**src/rtl/instr_sequencer_if.sv**
```systemverilog
// Bus bundle between the instruction sequencer and its ROM, shared RAM port and ALU.
// Latency: wires only; no state of its own.
// Backpressure: ram_gnt is the only flow-control signal; the sequencer holds its RAM request until the grant arrives.
// Ports (master = sequencer side):
//   out: rom_address, rom_read_enable, ram_addr, ram_read, ram_write, ram_data_out, alu_op, alu_a, alu_b
//   in : rom_data, ram_gnt, ram_data_in, result
interface instr_sequencer_if #(
  parameter int PC_W   = 8,
  parameter int ADDR_W = 6,
  parameter int DATA_W = 16
);
  logic [PC_W-1:0]   rom_address;
  logic              rom_read_enable;
  logic [DATA_W-1:0] rom_data;

  logic [ADDR_W-1:0] ram_addr;
  logic              ram_read;
  logic              ram_write;
  logic              ram_gnt;
  logic [DATA_W-1:0] ram_data_out;
  logic [DATA_W-1:0] ram_data_in;

  logic [3:0]        alu_op;
  logic [DATA_W-1:0] alu_a;
  logic [DATA_W-1:0] alu_b;
  logic [DATA_W-1:0] result;

  modport master (
    output rom_address, rom_read_enable, ram_addr, ram_read, ram_write,
           ram_data_out, alu_op, alu_a, alu_b,
    input  rom_data, ram_gnt, ram_data_in, result
  );

  modport slave (
    input  rom_address, rom_read_enable, ram_addr, ram_read, ram_write,
           ram_data_out, alu_op, alu_a, alu_b,
    output rom_data, ram_gnt, ram_data_in, result
  );
endinterface

```
**src/rtl/instr_sequencer.sv**
```systemverilog
// Multi-cycle fetch/decode/read/exec/write sequencer owning PC, IR and operand registers.
// Latency (ram_gnt=1): NOP/JMP/HALT 2 cycles, JZ 4, MOV 5, ALU 6; each ungranted RAM cycle adds 1.
// Backpressure: READ_A, READ_B and WRITE hold with stable requests until ram_gnt is seen.
// Ports: clk, reset (async active-low); bus (instr_sequencer_if.master: ROM, RAM, ALU);
//        pc, cu_state, halted, retired (status).
module instr_sequencer #(
  parameter int PC_W   = 8,
  parameter int ADDR_W = 6,
  parameter int DATA_W = 16
) (
  input  logic                clk,
  input  logic                reset,
  instr_sequencer_if.master   bus,
  output logic [PC_W-1:0]     pc,
  output logic [2:0]          cu_state,
  output logic                halted,
  output logic [15:0]         retired
);

  typedef enum logic [2:0] {
    S_IDLE   = 3'd0,
    S_FETCH  = 3'd1,
    S_DECODE = 3'd2,
    S_READ_A = 3'd3,
    S_READ_B = 3'd4,
    S_EXEC   = 3'd5,
    S_WRITE  = 3'd6,
    S_HALT   = 3'd7
  } state_t;

  localparam logic [3:0] OP_NOP  = 4'h0;
  localparam logic [3:0] OP_MOV  = 4'hC;
  localparam logic [3:0] OP_JMP  = 4'hD;
  localparam logic [3:0] OP_JZ   = 4'hE;
  localparam logic [3:0] OP_HALT = 4'hF;

  state_t            state_q, state_d;
  logic [PC_W-1:0]   pc_q, pc_d;
  logic [DATA_W-1:0] ir_q, ir_d;
  logic [DATA_W-1:0] a_q, a_d;
  logic [DATA_W-1:0] b_q, b_d;
  logic [15:0]       retired_q, retired_d;
  logic              retire;

  // Request/ALU outputs are registered; their _d values are decoded from the
  // next state so each output is valid for the whole cycle of its state.
  logic              rom_re_q, rom_re_d;
  logic              ram_read_q, ram_read_d;
  logic              ram_write_q, ram_write_d;
  logic [ADDR_W-1:0] ram_addr_q, ram_addr_d;
  logic [3:0]        alu_op_q, alu_op_d;
  logic [DATA_W-1:0] alu_a_q, alu_a_d;
  logic [DATA_W-1:0] alu_b_q, alu_b_d;
  logic              halted_q, halted_d;

  logic [3:0]        op_q;
  logic [ADDR_W-1:0] dest_q;
  logic [3:0]        op_rom;

  assign op_q   = ir_q[DATA_W-1 -: 4];
  assign dest_q = ir_q[2*ADDR_W-1 : ADDR_W];
  assign op_rom = bus.rom_data[DATA_W-1 -: 4];

  always_comb begin
    state_d = state_q;
    pc_d    = pc_q;
    ir_d    = ir_q;
    a_d     = a_q;
    b_d     = b_q;
    retire  = 1'b0;

    case (state_q)
      S_IDLE:  state_d = S_FETCH;
      S_FETCH: state_d = S_DECODE;
      S_DECODE: begin
        ir_d = bus.rom_data;
        pc_d = pc_q + PC_W'(1);
        case (op_rom)
          OP_NOP: begin
            state_d = S_FETCH;
            retire  = 1'b1;
          end
          // MOV and JZ only need the src operand, so they skip READ_A.
          OP_MOV, OP_JZ: state_d = S_READ_B;
          OP_JMP: begin
            pc_d    = bus.rom_data[PC_W-1:0];
            state_d = S_FETCH;
            retire  = 1'b1;
          end
          OP_HALT: begin
            state_d = S_HALT;
            retire  = 1'b1;
          end
          default: state_d = S_READ_A;
        endcase
      end
      S_READ_A: begin
        if (bus.ram_gnt) state_d = S_READ_B;
      end
      S_READ_B: begin
        // ram_data_in here is the result of the granted READ_A (dest value).
        if (bus.ram_gnt) begin
          a_d     = bus.ram_data_in;
          state_d = S_EXEC;
        end
      end
      S_EXEC: begin
        b_d = bus.ram_data_in;
        if (op_q == OP_JZ) begin
          if (bus.ram_data_in == '0) pc_d = PC_W'(dest_q);
          state_d = S_FETCH;
          retire  = 1'b1;
        end else begin
          state_d = S_WRITE;
        end
      end
      S_WRITE: begin
        if (bus.ram_gnt) begin
          state_d = S_FETCH;
          retire  = 1'b1;
        end
      end
      S_HALT:  state_d = S_HALT;
      default: state_d = S_IDLE;
    endcase

    retired_d = retire ? retired_q + 16'd1 : retired_q;

    rom_re_d    = (state_d == S_FETCH);
    ram_read_d  = (state_d == S_READ_A) || (state_d == S_READ_B);
    ram_write_d = (state_d == S_WRITE);
    halted_d    = (state_d == S_HALT);
    case (state_d)
      S_READ_A, S_WRITE: ram_addr_d = ir_d[2*ADDR_W-1 : ADDR_W];
      S_READ_B:          ram_addr_d = ir_d[ADDR_W-1:0];
      default:           ram_addr_d = '0;
    endcase
    alu_op_d = ram_write_d ? ir_d[DATA_W-1 -: 4] : 4'h0;
    alu_a_d  = ram_write_d ? a_d : '0;
    alu_b_d  = ram_write_d ? b_d : '0;
  end

  always_ff @(posedge clk or negedge reset) begin
    if (!reset) begin
      state_q     <= S_IDLE;
      pc_q        <= '0;
      ir_q        <= '0;
      a_q         <= '0;
      b_q         <= '0;
      retired_q   <= '0;
      rom_re_q    <= 1'b0;
      ram_read_q  <= 1'b0;
      ram_write_q <= 1'b0;
      ram_addr_q  <= '0;
      alu_op_q    <= 4'h0;
      alu_a_q     <= '0;
      alu_b_q     <= '0;
      halted_q    <= 1'b0;
    end else begin
      state_q     <= state_d;
      pc_q        <= pc_d;
      ir_q        <= ir_d;
      a_q         <= a_d;
      b_q         <= b_d;
      retired_q   <= retired_d;
      rom_re_q    <= rom_re_d;
      ram_read_q  <= ram_read_d;
      ram_write_q <= ram_write_d;
      ram_addr_q  <= ram_addr_d;
      alu_op_q    <= alu_op_d;
      alu_a_q     <= alu_a_d;
      alu_b_q     <= alu_b_d;
      halted_q    <= halted_d;
    end
  end

  assign bus.rom_address     = pc_q;
  assign bus.rom_read_enable = rom_re_q;
  assign bus.ram_addr        = ram_addr_q;
  assign bus.ram_read        = ram_read_q;
  assign bus.ram_write       = ram_write_q;
  assign bus.alu_op          = alu_op_q;
  assign bus.alu_a           = alu_a_q;
  assign bus.alu_b           = alu_b_q;
  // Write data follows the combinational ALU result, so it cannot be registered.
  assign bus.ram_data_out    = !ram_write_q        ? '0  :
                               (op_q == OP_MOV)    ? b_q : bus.result;

  assign pc       = pc_q;
  assign cu_state = state_q;
  assign halted   = halted_q;
  assign retired  = retired_q;

endmodule

```
**src/flat_wrapper.sv**
```systemverilog
// flat-port wrapper written by rule: the top's interface ports become plain ports
module instr_sequencer_flat 
#(
  parameter int PC_W   = 8,
  parameter int ADDR_W = 6,
  parameter int DATA_W = 16
)
  (clk, reset, pc, cu_state, halted, retired, bus_rom_address, bus_rom_read_enable, bus_ram_addr, bus_ram_read, bus_ram_write, bus_ram_data_out, bus_alu_op, bus_alu_a, bus_alu_b, bus_rom_data, bus_ram_gnt, bus_ram_data_in, bus_result);
  instr_sequencer_if #(.PC_W(PC_W), .ADDR_W(ADDR_W), .DATA_W(DATA_W)) bus_i ();
  input  logic clk;
  input  logic reset;
  output logic [PC_W-1:0] pc;
  output logic [2:0] cu_state;
  output logic halted;
  output logic [15:0] retired;
  output wire logic [$bits(bus_i.rom_address)-1:0] bus_rom_address;
  output wire logic [$bits(bus_i.rom_read_enable)-1:0] bus_rom_read_enable;
  output wire logic [$bits(bus_i.ram_addr)-1:0] bus_ram_addr;
  output wire logic [$bits(bus_i.ram_read)-1:0] bus_ram_read;
  output wire logic [$bits(bus_i.ram_write)-1:0] bus_ram_write;
  output wire logic [$bits(bus_i.ram_data_out)-1:0] bus_ram_data_out;
  output wire logic [$bits(bus_i.alu_op)-1:0] bus_alu_op;
  output wire logic [$bits(bus_i.alu_a)-1:0] bus_alu_a;
  output wire logic [$bits(bus_i.alu_b)-1:0] bus_alu_b;
  input wire logic [$bits(bus_i.rom_data)-1:0] bus_rom_data;
  input wire logic [$bits(bus_i.ram_gnt)-1:0] bus_ram_gnt;
  input wire logic [$bits(bus_i.ram_data_in)-1:0] bus_ram_data_in;
  input wire logic [$bits(bus_i.result)-1:0] bus_result;
  assign bus_rom_address = bus_i.rom_address;
  assign bus_rom_read_enable = bus_i.rom_read_enable;
  assign bus_ram_addr = bus_i.ram_addr;
  assign bus_ram_read = bus_i.ram_read;
  assign bus_ram_write = bus_i.ram_write;
  assign bus_ram_data_out = bus_i.ram_data_out;
  assign bus_alu_op = bus_i.alu_op;
  assign bus_alu_a = bus_i.alu_a;
  assign bus_alu_b = bus_i.alu_b;
  assign bus_i.rom_data = bus_rom_data;
  assign bus_i.ram_gnt = bus_ram_gnt;
  assign bus_i.ram_data_in = bus_ram_data_in;
  assign bus_i.result = bus_result;
  instr_sequencer #(.PC_W(PC_W), .ADDR_W(ADDR_W), .DATA_W(DATA_W)) u_core (.clk(clk), .reset(reset), .bus(bus_i), .pc(pc), .cu_state(cu_state), .halted(halted), .retired(retired));
endmodule
```
**config.mk**
```make
export PLATFORM = sky130hd
export DESIGN_NAME = instr_sequencer_flat
export DESIGN_NICKNAME = d
export VERILOG_FILES = /design/src/rtl/instr_sequencer_if.sv /design/src/rtl/instr_sequencer.sv /design/src/flat_wrapper.sv
export SDC_FILE = /design/constraint.sdc
export NUM_CORES = 1
export LEC_CHECK = 0
export CORE_MARGIN = 5
export CORE_UTILIZATION = 48
export CTS_CLUSTER_SIZE = 8
export DETAILED_ROUTE_END_ITERATION = 6
export PLACE_DENSITY = 0.81
export SYNTH_ARGS = -nofsm -noshare
export SYNTH_HDL_FRONTEND = slang
export SYNTH_SLANG_ARGS = --single-unit
```
**constraint.sdc**
```tcl
create_clock -name clk -period 2.7 [get_ports clk]
set_input_delay 0.27 -clock clk [delete_from_list [all_inputs] [get_ports clk]]
set_output_delay 0.27 -clock clk [all_outputs]
set_load 0.02 [all_outputs]
```
# ---- After elaboration in Yosys (flattened, before gate mapping)
# Index checks and enable logic that the tools add are counted.
dict set report word_totals {
  register_bits 121
  inputBits 51
  output_inout_bits 97
  wordCells 70
}
dict set report classes {
  addsub 2
  n_eq_ne 20
  muxes 24
  reduce_logical 10
}
# cell n
set op_table {}
lappend op_table {{16-bit 2-to-1 mux} 8}
lappend op_table {{4-bit equality test (second input constant)} 6}
lappend op_table {{8-bit 2-to-1 mux} 3}
lappend op_table {{3-bit one-hot mux with 8 select lines} 1}
lappend op_table {{3-bit equality test (second input constant)} 7}
lappend op_table {{16-bit by 1-bit adder with 16-bit output (second input constant)} 1}
lappend op_table {{16-bit zero test} 1}
lappend op_table {{8-bit one-hot mux with 2 select lines} 1}
lappend op_table {{3-bit 2-to-1 mux} 4}
lappend op_table {{6-bit one-hot mux with 2 select lines} 1}
lappend op_table {{3-bit by 2-bit equality test with 1-bit output (second input constant)} 3}
lappend op_table {{3-bit one-hot mux with 3 select lines} 1}
lappend op_table {{8-bit by 1-bit adder with 8-bit output (second input constant)} 1}
lappend op_table {{3-bit by 1-bit equality test with 1-bit output (second input constant)} 2}
lappend op_table {{2-bit OR reduction} 3}
lappend op_table {{4-bit zero test} 1}
lappend op_table {{4-bit 2-to-1 mux} 1}
lappend op_table {{2-bit by 1-bit != test with 1-bit output (second input constant)} 2}
lappend op_table {{3-bit zero test} 1}
lappend op_table {{1-bit 2-to-1 mux} 3}
lappend op_table {{1-bit one-hot mux with 3 select lines} 1}
lappend op_table {{3-bit AND reduction} 1}
lappend op_table {{3-bit OR reduction} 1}
lappend op_table {{2-bit nonzero test} 1}
lappend op_table {{1-bit logical OR} 1}

# ---- Longest topological paths before layout
# Gate-level depths: netlist of the first run.
dict set report logic_depth {
  depth_word 7
  ltp_mapped 7
  depth_no_buf 6
}

# ---- Worst setup path before layout of the first run
# OpenSTA, ideal clock, no wires.
dict set report synth_path {
  kind {reg-to-reg}
  startpoint {register u_core.state_q[1] (netlist: u_core.cu_state[1])}
  endpoint {register u_core.alu_a_q[10] (netlist: u_core.bus.alu_a[10])}
  setup_time_ns 0.118
  arrival_ns 1.912
  required_time_ns 2.582
  setup_slack_ns 0.670
  stages_incl_launch_ff 7
  n_path_buf 2
  period_less_slack_ns 2.030
  path_cell_list {dfrtp_1 buf_4 or2_2 nor2_2 buf_2 mux2_2 nor2b_2}
}
dict set report synth_between {
  elab_cells_between_ends 15
  classes_between {8 x eq/ne; 6 x mux; 1 x reduce/logical}
}
# element line
set synth_rtl {}
lappend synth_rtl {{start: declaration} instr_sequencer.sv:37} ;# state_t state_q, state_d;
lappend synth_rtl {{start signal: assignment} instr_sequencer.sv:160} ;# state_q <= state_d;
lappend synth_rtl {{3-bit equality test} instr_sequencer.sv:72} ;# case (state_q)
lappend synth_rtl {{16-bit 2-to-1 mux} instr_sequencer.sv:72}
lappend synth_rtl {{net u_core.a_d[10]} instr_sequencer.sv:40} ;# logic [DATA_W-1:0] a_q, a_d;
lappend synth_rtl {{16-bit 2-to-1 mux} instr_sequencer.sv:139} ;# alu_a_d = ram_write_d ? a_d : '0;
lappend synth_rtl {{net u_core.alu_a_d[10]} instr_sequencer.sv:52} ;# logic [DATA_W-1:0] alu_a_q, alu_a_d;
lappend synth_rtl {{end signal: assignment} instr_sequencer.sv:171} ;# alu_a_q <= alu_a_d;
lappend synth_rtl {{end: declaration} instr_sequencer.sv:52}
# The timed path passes the listed nets, and every way through them passes these cells.
# A chain may end at the register's enable or synchronous reset.

# ---- Worst setup path in the final report of the first run
dict set report layout_path {
  startpoint {register u_core.ir_q[15]}
  endpoint {output bus_ram_data_out[12]}
}
dict set report layout_between {
  elab_chain_len 3
}
# element line
set layout_rtl {}
lappend layout_rtl {{start: declaration} instr_sequencer.sv:39} ;# logic [DATA_W-1:0] ir_q, ir_d;
lappend layout_rtl {{start signal: assignment} instr_sequencer.sv:162} ;# ir_q <= ir_d;
lappend layout_rtl {{4-bit equality test} instr_sequencer.sv:187} ;# (op_q == OP_MOV) ? b_q : bus.result;
lappend layout_rtl {{16-bit 2-to-1 mux} instr_sequencer.sv:187}
lappend layout_rtl {{16-bit 2-to-1 mux} instr_sequencer.sv:186} ;# assign bus.ram_data_out = !ram_write_q ? '0 :
lappend layout_rtl {{end: declaration} flat_wrapper.sv:21} ;# output wire logic [$bits(bus_i.ram_data_out)-1:0] bus_ram_data_out;
# Every way passes these cells.

==> reports/qor.txt, run 1 <==
result of the run: complete, but fails checks
violated checks: DRC
proportion of synthesized flip-flops having asynchronous set or reset: 100%
leading cell types by total area after synthesis: sky130_fd_sc_hd__dfrtp_1 (56%), sky130_fd_sc_hd__mux2_2 (7.0%), sky130_fd_sc_hd__nand2_1 (6.8%), sky130_fd_sc_hd__nor2b_2 (4.7%), sky130_fd_sc_hd__a21boi_0 (2.2%)
TritonCTS clock tree: done
worst hold margin: 0.441 ns
synthesized net count: 544
maximum clock insertion buffer count: 2
type of element capturing the critical path: output port
PwrDens: 1270 nW/um2
starting utilization of the core area: 49.5%
power after layout: 9.82 mW
Std-Cell Rows: 38
WL final: 14600 um
post-synthesis average cell area: 11.1 um2
later-pin clock latency in the skew report: 0.41 ns
total setup violations reported at the end of the flow: 0
crit path setup slack, layout: 0.213 ns
routability cong.: 0.966
Post-Synthesis Cell Area: 5440 um2
kind of launch point of the worst setup path: flop
top_reg_cell synth: sky130_fd_sc_hd__dfrtp_1
max cap viols: 0
post-synthesis instance total: 491
cell taking the most area after synthesis: sky130_fd_sc_hd__dfrtp_1
via/cell ratio: 5.46
pre-CTS setup slack: 0.253 ns
Max Transition Viols Final: 0
detailed router's first-iteration violation count: 289
number of input and output port buffers inserted: 147
wire length of the first global-routing pass: 23500 um
Tightest Hold Check Type: in2async
post-synth top area share: 55.7%
Wirelength per Cell: 18.4 um
number of distinct standard cells referenced by the synthesized netlist: 51
largest net degree at the start of global routing: 54
routed vias: 4332
compound-cell area share of the yosys netlist: 8.70%
width of the die: 116 um
CTS Buf Count: 17
DRC violation count after routing: 1
antenna diode count: 0
flip-flop and latch count after synthesis: 121
Max FO, Critical Path: 16
portion of the post-synthesis area used by sequential elements: 55.7%
Static Leakage: 3.32 nW
required time of the worst setup path: 2.43 ns
unrepaired setup endpoints after global routing: false
mux contribution to synthesized area: 7.04%
number of flops mapped to enable cells by yosys: 0
register area: 3030 um2
cell chosen for the clock root: sky130_fd_sc_hd__clkbuf_16
maximum clock frequency: 402 MHz
post-cts gate resize count: 0
area added between synthesis and finish: 41.9%
register-to-register setup slack: 0.46 ns
worst-case clock skew: 0.0108 ns
combinational family with the most area after synthesis: simple AND/OR/NAND/NOR gates
die outline area: 13600 um2
number of top-level pins: 148
Synth warnings: 0
drt first pass iters: 7
fill count: 799
die height: 116 um
share of synthesized cell area in full adder, half adder and majority cells: 0.460%
placed wire-length estimate after detailed placement: 10300 um
area of the multi-input gates: 2210 um2
Min Clock Period, post-route: 2.49 ns
via count of the first global-routing pass: 4628
number of H-tree levels: 4
fraction of layout instances using a drive strength above 1: 18.8%
GRT Overall Usage: 22.6%
DRT antenna net count: 0
setup TNS: 0 ns
arrival time of data at the critical path endpoint: 2.22 ns
Worst IR Drop VDD: 0.610 mV
start-to-end type of the worst setup path: reg2out
dominant cell by count in the synthesized netlist: sky130_fd_sc_hd__dfrtp_1
number of sinks handled by clock tree synthesis: 121
headroom to the max-slew limit: 54.4%
# nets final: 694
antenna violations before repair: 0
final hold violations: 0
Final Core Density: 70.2%
XOR/XNOR share of the synthesized area: 3.22%
Core Region: 11000 um2
Worst-path clk slew: 0.06 ns
Congestion Overflow GR: 0
fraction of the cycle the final worst path needs: 92.1%
most numerous cell types in the synthesized netlist: sky130_fd_sc_hd__dfrtp_1 (121), sky130_fd_sc_hd__nand2_1 (99), sky130_fd_sc_hd__mux2_2 (34)
Least-Margin Pin Slew: 0.684 ns
Simple-Gate Fraction of Synth Area: 21.0%
[placed cells by master (no fill, tap or decap), drive strengths merged, types with 10 or more instances in the layout]
cell type,netlist,routed
dfrtp,121,121
inv,7,10
a21oi,11,11
xor2,10,10
clkdlybuf4s50,0,146
mux2,34,34
xnor2,10,10
o21ai,13,13
nand3,18,18
nor2b,37,37
nor2,14,14
a21boi,16,16
buf,23,15
clkbuf,8,20
nand2,99,99
[state kept, by name, indices dropped and copies added (netlist names)]
register                    flops
u_core.a_q                     16
u_core.b_q                     16
u_core.bus.alu_a               16
u_core.bus.alu_b               16
u_core.ir_q                    16
u_core.retired                 16
u_core.bus.rom_address          8
u_core.bus.ram_addr             6
u_core.bus.alu_op               4
u_core.cu_state                 3
u_core.bus.ram_read             1
u_core.bus.ram_write            1
u_core.bus.rom_read_enable      1
u_core.halted                   1
[path summary, 6_finish.rpt]
kind                                          end          startpoint  cells after the start
max                          bus_ram_data_out[12]     u_core.ir_q[15]                      6
min                                 u_core.a_q[3]               reset                      2
max reg2reg                u_core.bus.ram_addr[4]  u_core.cu_state[1]                      6
min reg2reg                    u_core.retired[15]  u_core.retired[15]                      1
max in group asynchronous      u_core.cu_state[2]               reset                      3
min in group clk               u_core.retired[15]  u_core.retired[15]                      1
[area by class of cell]
class / instances / share of cell area, %
flip-flops and latches: 121 / 39.3
multi-input cells: 332 / 28.6
repair buffers: 162 / 21.0
clock buffers: 20 / 6.05
clock inverters: 12 / 2.42
well taps: 140 / 2.27
inverters: 7 / 0.341
[critical path: stages, from the launching register on]
cell                              delay (ns)
sky130_fd_sc_hd__dfrtp_1                0.40
sky130_fd_sc_hd__nand2_1                0.10
sky130_fd_sc_hd__or3_1                  0.13
sky130_fd_sc_hd__buf_4                  0.23
sky130_fd_sc_hd__nand2_1                0.08
sky130_fd_sc_hd__a21boi_0               0.22
sky130_fd_sc_hd__clkdlybuf4s50_1        0.65
[metrics by stage]
stage,cells,area [um2]
2_1_floorplan,491,5440
3_3_place_gp,761,7050
3_5_place_dp,761,7050
4_1_cts,794,7710
5_1_grt,794,7710
6_report,794,7710
[what timing repair did]
action                    CTS  global route
hold buffers                1             0
hold endpoints to repair   50             0
setup buffers               0             0
[metal layers]
metal,vias up,GRT usage (%),wire (um)
li1,1972,-,-
met1,2139,28.1,5970
met2,197,36.1,7140
met3,24,8.13,1240
met4,0,8.82,277
met5,-,0,0
[cells by family (layout without fill, tap and decap cells)]
kind of cell,after synthesis,in the layout
flops,121,121
simple gates,211,211
mux,34,34
buf+inv,38,201
xor+xnor,20,20
compound gates,65,65
fa+ha+maj,2,2
[power breakdown]
group	switching [mW]	internal (mW)
Combinational	2.28	1.99
Clock	0.830	1.63
Sequential	0.510	2.57
(Power assumes the default switching activity.)
==> run 2: changes to the inputs <==
SKIP_CTS_REPAIR_TIMING = 1   (was default)
==> run 2 against run 1 <==
Effect of this change: the run still ends with DRC left; combinational power barely moved; cell count unchanged; worst hold slack gained 0.0025 ns; non-clock buffer count unchanged; critical path depth unchanged; critical endpoint unchanged; register-to-register slack about the same; flip-flop and latch count unchanged; total power about the same; routed wire length about the same.
==> reports/qor.txt, run 2 (synthesized netlist as in run 1, its figures left out) <==
worst hold margin: 0.444 ns
TritonCTS clock tree: done
DRC violation count after routing: 1
routability cong.: 0.966
via count of the first global-routing pass: 4617
antenna diode count: 0
maximum clock insertion buffer count: 2
number of input and output port buffers inserted: 147
Std-Cell Rows: 38
cell chosen for the clock root: sky130_fd_sc_hd__clkbuf_16
Worst-path clk slew: 0.06 ns
maximum clock frequency: 402 MHz
start-to-end type of the worst setup path: reg2out
commonest non-fill, non-tap cell in the layout: sky130_fd_sc_hd__clkdlybuf4s50_1
top library cells by usage in the layout, fill and taps aside: sky130_fd_sc_hd__clkdlybuf4s50_1 (146), sky130_fd_sc_hd__dfrtp_1 (121), sky130_fd_sc_hd__nand2_1 (99)
required time of the worst setup path: 2.43 ns
area added between synthesis and finish: 41.9%
unrepaired setup endpoints after global routing: false
setup TNS: 0 ns
Max FO, Critical Path: 16
later-pin clock latency in the skew report: 0.40 ns
Congestion Overflow GR: 0
worst-case clock skew: 0.00916 ns
headroom to the max-slew limit: 54.2%
arrival time of data at the critical path endpoint: 2.22 ns
largest net degree at the start of global routing: 54
Core Region: 11000 um2
result of the run: complete, but fails checks
fraction of the cycle the final worst path needs: 92.0%
power after layout: 9.82 mW
GRT Overall Usage: 22.5%
Wirelength per Cell: 18.4 um
DRT antenna net count: 0
violated checks: DRC
detailed router's first-iteration violation count: 286
PwrDens: 1270 nW/um2
Max Transition Viols Final: 0
CTS Buf Count: 17
Worst IR Drop VDD: 0.610 mV
die outline area: 13600 um2
number of top-level pins: 148
antenna violations before repair: 0
Min Clock Period, post-route: 2.49 ns
wire length of the first global-routing pass: 23500 um
Tightest Hold Check Type: in2async
die height: 116 um
via/cell ratio: 5.43
kind of launch point of the worst setup path: flop
number of sinks handled by clock tree synthesis: 121
placed wire-length estimate after detailed placement: 10300 um
number of H-tree levels: 4
drt first pass iters: 7
max cap viols: 0
Static Leakage: 3.32 nW
WL final: 14600 um
starting utilization of the core area: 49.5%
width of the die: 116 um
type of element capturing the critical path: output port
Least-Margin Pin Slew: 0.687 ns
total setup violations reported at the end of the flow: 0
routed vias: 4311
final hold violations: 0
fraction of layout instances using a drive strength above 1: 18.8%
# nets final: 694
==> run 2: cell counts in the layout (fill, tap and decap cells not counted) <==
No cell type changed its count.
==> run 2: worst max-delay path, stage by stage, from the launching register on <==
cell	delay (ns)
sky130_fd_sc_hd__dfrtp_1	0.40
sky130_fd_sc_hd__nand2_1	0.10
sky130_fd_sc_hd__or3_1	0.13
sky130_fd_sc_hd__buf_4	0.23
sky130_fd_sc_hd__nand2_1	0.08
sky130_fd_sc_hd__a21boi_0	0.22
sky130_fd_sc_hd__clkdlybuf4s50_1	0.65
==> run 2: per-layer routing <==
layer	routed length, um	track usage, %	vias to the layer above	part of all wire (%)
li1	-	-	1972	-
met1	6040	28.1	2133	41
met2	7120	36.0	179	49
met3	1180	8.13	27	8.0
met4	303	8.82	0	2.1
met5	0	0	-	0
==> run 2: report_power, final <==
part | switching (mW) | internal [mW]
sequential | 0.512 | 2.57
combinational | 2.28 | 1.99
clock | 0.832 | 1.63
total | 3.62 | 6.20
==> run 2: cell type report <==
cell class / count / area, um2
timing repair buffer: 162 / 1620
clock inverter: 12 / 186
multi-input combinational: 332 / 2210
tap: 140 / 175
sequential: 121 / 3030
inverter: 7 / 26.3
fill: 799 / 3270
clock buffer: 20 / 467
==> run 2: final timing paths <==
path / startpoint / to / slack, ns / depth (start not counted)
worst max register to register: u_core.cu_state[1] / u_core.bus.ram_addr[4] / 0.46 / 6
worst min register to register: u_core.retired[15] / u_core.retired[15] / 0.47 / 1
min in group clk: u_core.retired[15] / u_core.retired[15] / 0.47 / 1
worst max-delay path: u_core.ir_q[15] / bus_ram_data_out[12] / 0.21 / 6
worst min-delay path: reset / u_core.a_q[3] / 0.44 / 2
max in group asynchronous: reset / u_core.cu_state[2] / 1.50 / 3
==> run 2: per-stage QoR <==
stage / instance area [um2] / std cells / worst slack [ns] / utilization, %
final: 7710 / 794 / 0.215 / 70.2
after global routing: 7710 / 794 / 0.0578 / 70.2
after CTS: 7700 / 793 / 0.191 / 70.1
after detailed placement: 7050 / 761 / 0.253 / 64.2
after global placement: 7050 / 761 / 0.372 / 64.2
after floorplan: 5440 / 491 / 0.670 / -
==> run 3: changes to the inputs <==
ABC_AREA = 1   (was default)
CORE_UTILIZATION = 49   (was 48)
PLACE_DENSITY = 0.92   (was 0.81)
SKIP_LAST_GASP = 1   (was default)
==> run 3 against run 2 <==
Effect of this change: the flow now finishes without violations; cell count rose by 22%; core utilization fell by 1.3 points; fmax fell by 1.1%; worst hold slack improved by 0.020 ns; critical path type unchanged; largest power group is now clock.
==> reports/qor.txt, run 3 <==
antenna violations before repair: 1
fraction of the cycle the final worst path needs: 93.0%
headroom to the max-slew limit: 56.8%
WL final: 15300 um
Wirelength per Cell: 15.8 um
Congestion Overflow GR: 0
Core Region: 11300 um2
fraction of layout instances using a drive strength above 1: 10.8%
Worst-path clk slew: 0.06 ns
Max Transition Viols Final: 0
top library cells by usage in the layout, fill and taps aside: sky130_fd_sc_hd__nand2_1 (164), sky130_fd_sc_hd__clkdlybuf4s50_1 (145), sky130_fd_sc_hd__dfrtp_1 (121)
later-pin clock latency in the skew report: 0.40 ns
area added between synthesis and finish: 39.5%
routability cong.: 0.891
Max FO, Critical Path: 16
dominant cell by count in the synthesized netlist: sky130_fd_sc_hd__nand2_1
switching pwr: 948 uW
starting utilization of the core area: 49.4%
# nets final: 863
number of H-tree levels: 4
total setup violations reported at the end of the flow: 0
Static Leakage: 3.81 nW
maximum clock frequency: 398 MHz
commonest non-fill, non-tap cell in the layout: sky130_fd_sc_hd__nand2_1
via count of the first global-routing pass: 4875
GRT Overall Usage: 23.1%
width of the die: 117 um
cell chosen for the clock root: sky130_fd_sc_hd__clkbuf_16
TritonCTS clock tree: done
Max stage delay on crit path: 0.64 ns
share of synthesized cell area in full adder, half adder and majority cells: 0.449%
portion of the post-synthesis area used by sequential elements: 54.4%
compound-cell area share of the yosys netlist: 8.13%
Comb power frac: 4.2%
arrival time of data at the critical path endpoint: 2.24 ns
most numerous cell types in the synthesized netlist: sky130_fd_sc_hd__nand2_1 (164), sky130_fd_sc_hd__dfrtp_1 (121), sky130_fd_sc_hd__inv_1 (88)
CTS Buf Count: 17
Synth warnings: 0
post-synthesis average cell area: 8.39 um2
placed wire-length estimate after detailed placement: 10600 um
wire length of the first global-routing pass: 24400 um
Min Clock Period, post-route: 2.51 ns
kind of launch point of the worst setup path: flop
cell taking the most area after synthesis: sky130_fd_sc_hd__dfrtp_1
routed vias: 4862
critical path, cell by cell: nor3_4 -> buf_4 -> o21ai_0 -> nor2_1 -> clkdlybuf4s50_1
post-synthesis instance total: 664
final hold violations: 0
Simple-Gate Fraction of Synth Area: 24.8%
Least-Margin Pin Slew: 0.648 ns
Worst IR Drop VDD: 0.349 mV
required time of the worst setup path: 2.43 ns
XOR/XNOR share of the synthesized area: 2.52%
start-to-end type of the worst setup path: reg2out
DRC violation count after routing: 0
fill count: 839
via/cell ratio: 5.03
internal power: 3.51 mW
largest net degree at the start of global routing: 73
max cap viols: 0
DRT antenna net count: 0
drt first pass iters: 5
unrepaired setup endpoints after global routing: false
result of the run: complete, no violations
post-synth top area share: 54.4%
Tightest Hold Check Type: in2async
portion of total power attributed to sequential cells: 41.0%
leading cell types by total area after synthesis: sky130_fd_sc_hd__dfrtp_1 (54%), sky130_fd_sc_hd__nand2_1 (11%), sky130_fd_sc_hd__inv_1 (5.9%), sky130_fd_sc_hd__o21ai_0 (5.9%), sky130_fd_sc_hd__nor2_1 (4.6%)
synthesized net count: 717
Switching Fraction: 21.2%
mux contribution to synthesized area: 0%
number of distinct standard cells referenced by the synthesized netlist: 30
CP bufs+invs: 2
number of top-level pins: 148
combinational family with the most area after synthesis: simple AND/OR/NAND/NOR gates
final std cell area, no fill: 7770 um2
Post-Synthesis Cell Area: 5570 um2
critical-path cell with the highest stage delay: sky130_fd_sc_hd__clkdlybuf4s50_1
clock network fraction of design power: 54.9%
number of flops mapped to enable cells by yosys: 0
family with the most delay on the worst path: buffers and inverters
setup TNS: 0 ns
proportion of synthesized flip-flops having asynchronous set or reset: 100%
die height: 117 um
worst hold margin: 0.464 ns
detailed router's first-iteration violation count: 515
number of sinks handled by clock tree synthesis: 121
flip-flop and latch count after synthesis: 121
worst-case clock skew: 0.0103 ns
PwrDens: 574 nW/um2
type of element capturing the critical path: output port
top_reg_cell synth: sky130_fd_sc_hd__dfrtp_1
cell area after placement: 7080 um2
maximum clock insertion buffer count: 2
Std-Cell Rows: 39
number of input and output port buffers inserted: 147
die outline area: 13600 um2
-- run 3: cell count changes in the layout (fill, tap and decap cells not counted), moves of 10 or more --
cell and delta:
sky130_fd_sc_hd__nand2_1 +65, sky130_fd_sc_hd__nor2_1 +55, sky130_fd_sc_hd__a21boi_0 -16, sky130_fd_sc_hd__mux2_2 -34, sky130_fd_sc_hd__nor2b_2 -29, sky130_fd_sc_hd__o21ai_1 +10
sky130_fd_sc_hd__o21ai_0 +54, sky130_fd_sc_hd__inv_1 +81, sky130_fd_sc_hd__nor2_2 +30
-- run 3: final cells by class --
type                            count  area (um2)  area share (%)
Antenna cell                        1        2.50          0.0322
Clock buffer                       19         453            5.83
Clock inverter                     13         190            2.45
Inverter                           94         357            4.59
Multi-Input combinational cell    421        2010            25.9
Sequential cell                   121        3030            39.0
Tap cell                          143         179            2.30
Timing Repair Buffer              155        1550            19.9
-- run 3: power groups by stage --
stage          Sequential (mW)  Combinational, mW  Clock, mW
2_1_floorplan             1.87             0.0342          0
3_3_place_gp              1.86              0.180          0
3_5_place_dp              1.86              0.183          0
4_1_cts                   1.83              0.185       2.47
5_1_grt                   1.83              0.204       2.56
6_report                  1.83              0.185       2.45
-- run 3: worst paths after layout --
kind	slack, ns	start	end	cells past startpoint
max in group asynchronous	1.44	reset	u_core.bus.alu_b[15]	3
max	0.19	u_core.ir_q[13]	bus_ram_data_out[13]	5
min	0.46	reset	u_core.a_q[0]	2
min in group clk	0.47	u_core.ir_q[5]	u_core.ir_q[5]	2
min reg2reg	0.47	u_core.ir_q[5]	u_core.ir_q[5]	2
max reg2reg	0.42	u_core.cu_state[1]	u_core.bus.alu_b[15]	8
-- run 3: kinds of logic after synthesis --
| kind of cell | count (synthesis) |
|---|---|
| compound gates | 88 |
| xor+xnor | 16 |
| fa+ha+maj | 2 |
| buf+inv | 122 |
| flops | 121 |
| simple gates | 315 |
-- run 3: stage by stage --
step | instances | util (%) | power, mW | setup WS (ns)
finish | 967 | 68.9 | 4.46 | 0.188
global placement | 931 | 62.8 | 2.04 | 0.454
global route | 967 | 68.9 | 4.59 | 0.0797
detailed placement | 931 | 62.8 | 2.04 | 0.407
CTS | 963 | 68.6 | 4.48 | 0.128
floorplan | 664 | - | 1.90 | 0.950
-- run 3: metal layers --
layer	global-route usage (%)	vias up	wire [um]
li1	-	2352	-
met1	29.7	2280	6360
met2	39.0	191	7630
met3	4.40	39	816
met4	8.56	0	480
met5	0	-	0
-- run 3: worst reg2reg max path, stage by stage (launching register included) --
cell and delay, ns:
sky130_fd_sc_hd__dfrtp_1 0.58, sky130_fd_sc_hd__nand2_2 0.14, sky130_fd_sc_hd__nor2_2 0.37, sky130_fd_sc_hd__nand2_1 0.16, sky130_fd_sc_hd__nand3_1 0.12, sky130_fd_sc_hd__nor2_1 0.08
sky130_fd_sc_hd__nand3_2 0.07, sky130_fd_sc_hd__buf_4 0.50, sky130_fd_sc_hd__nor2_1 0.11
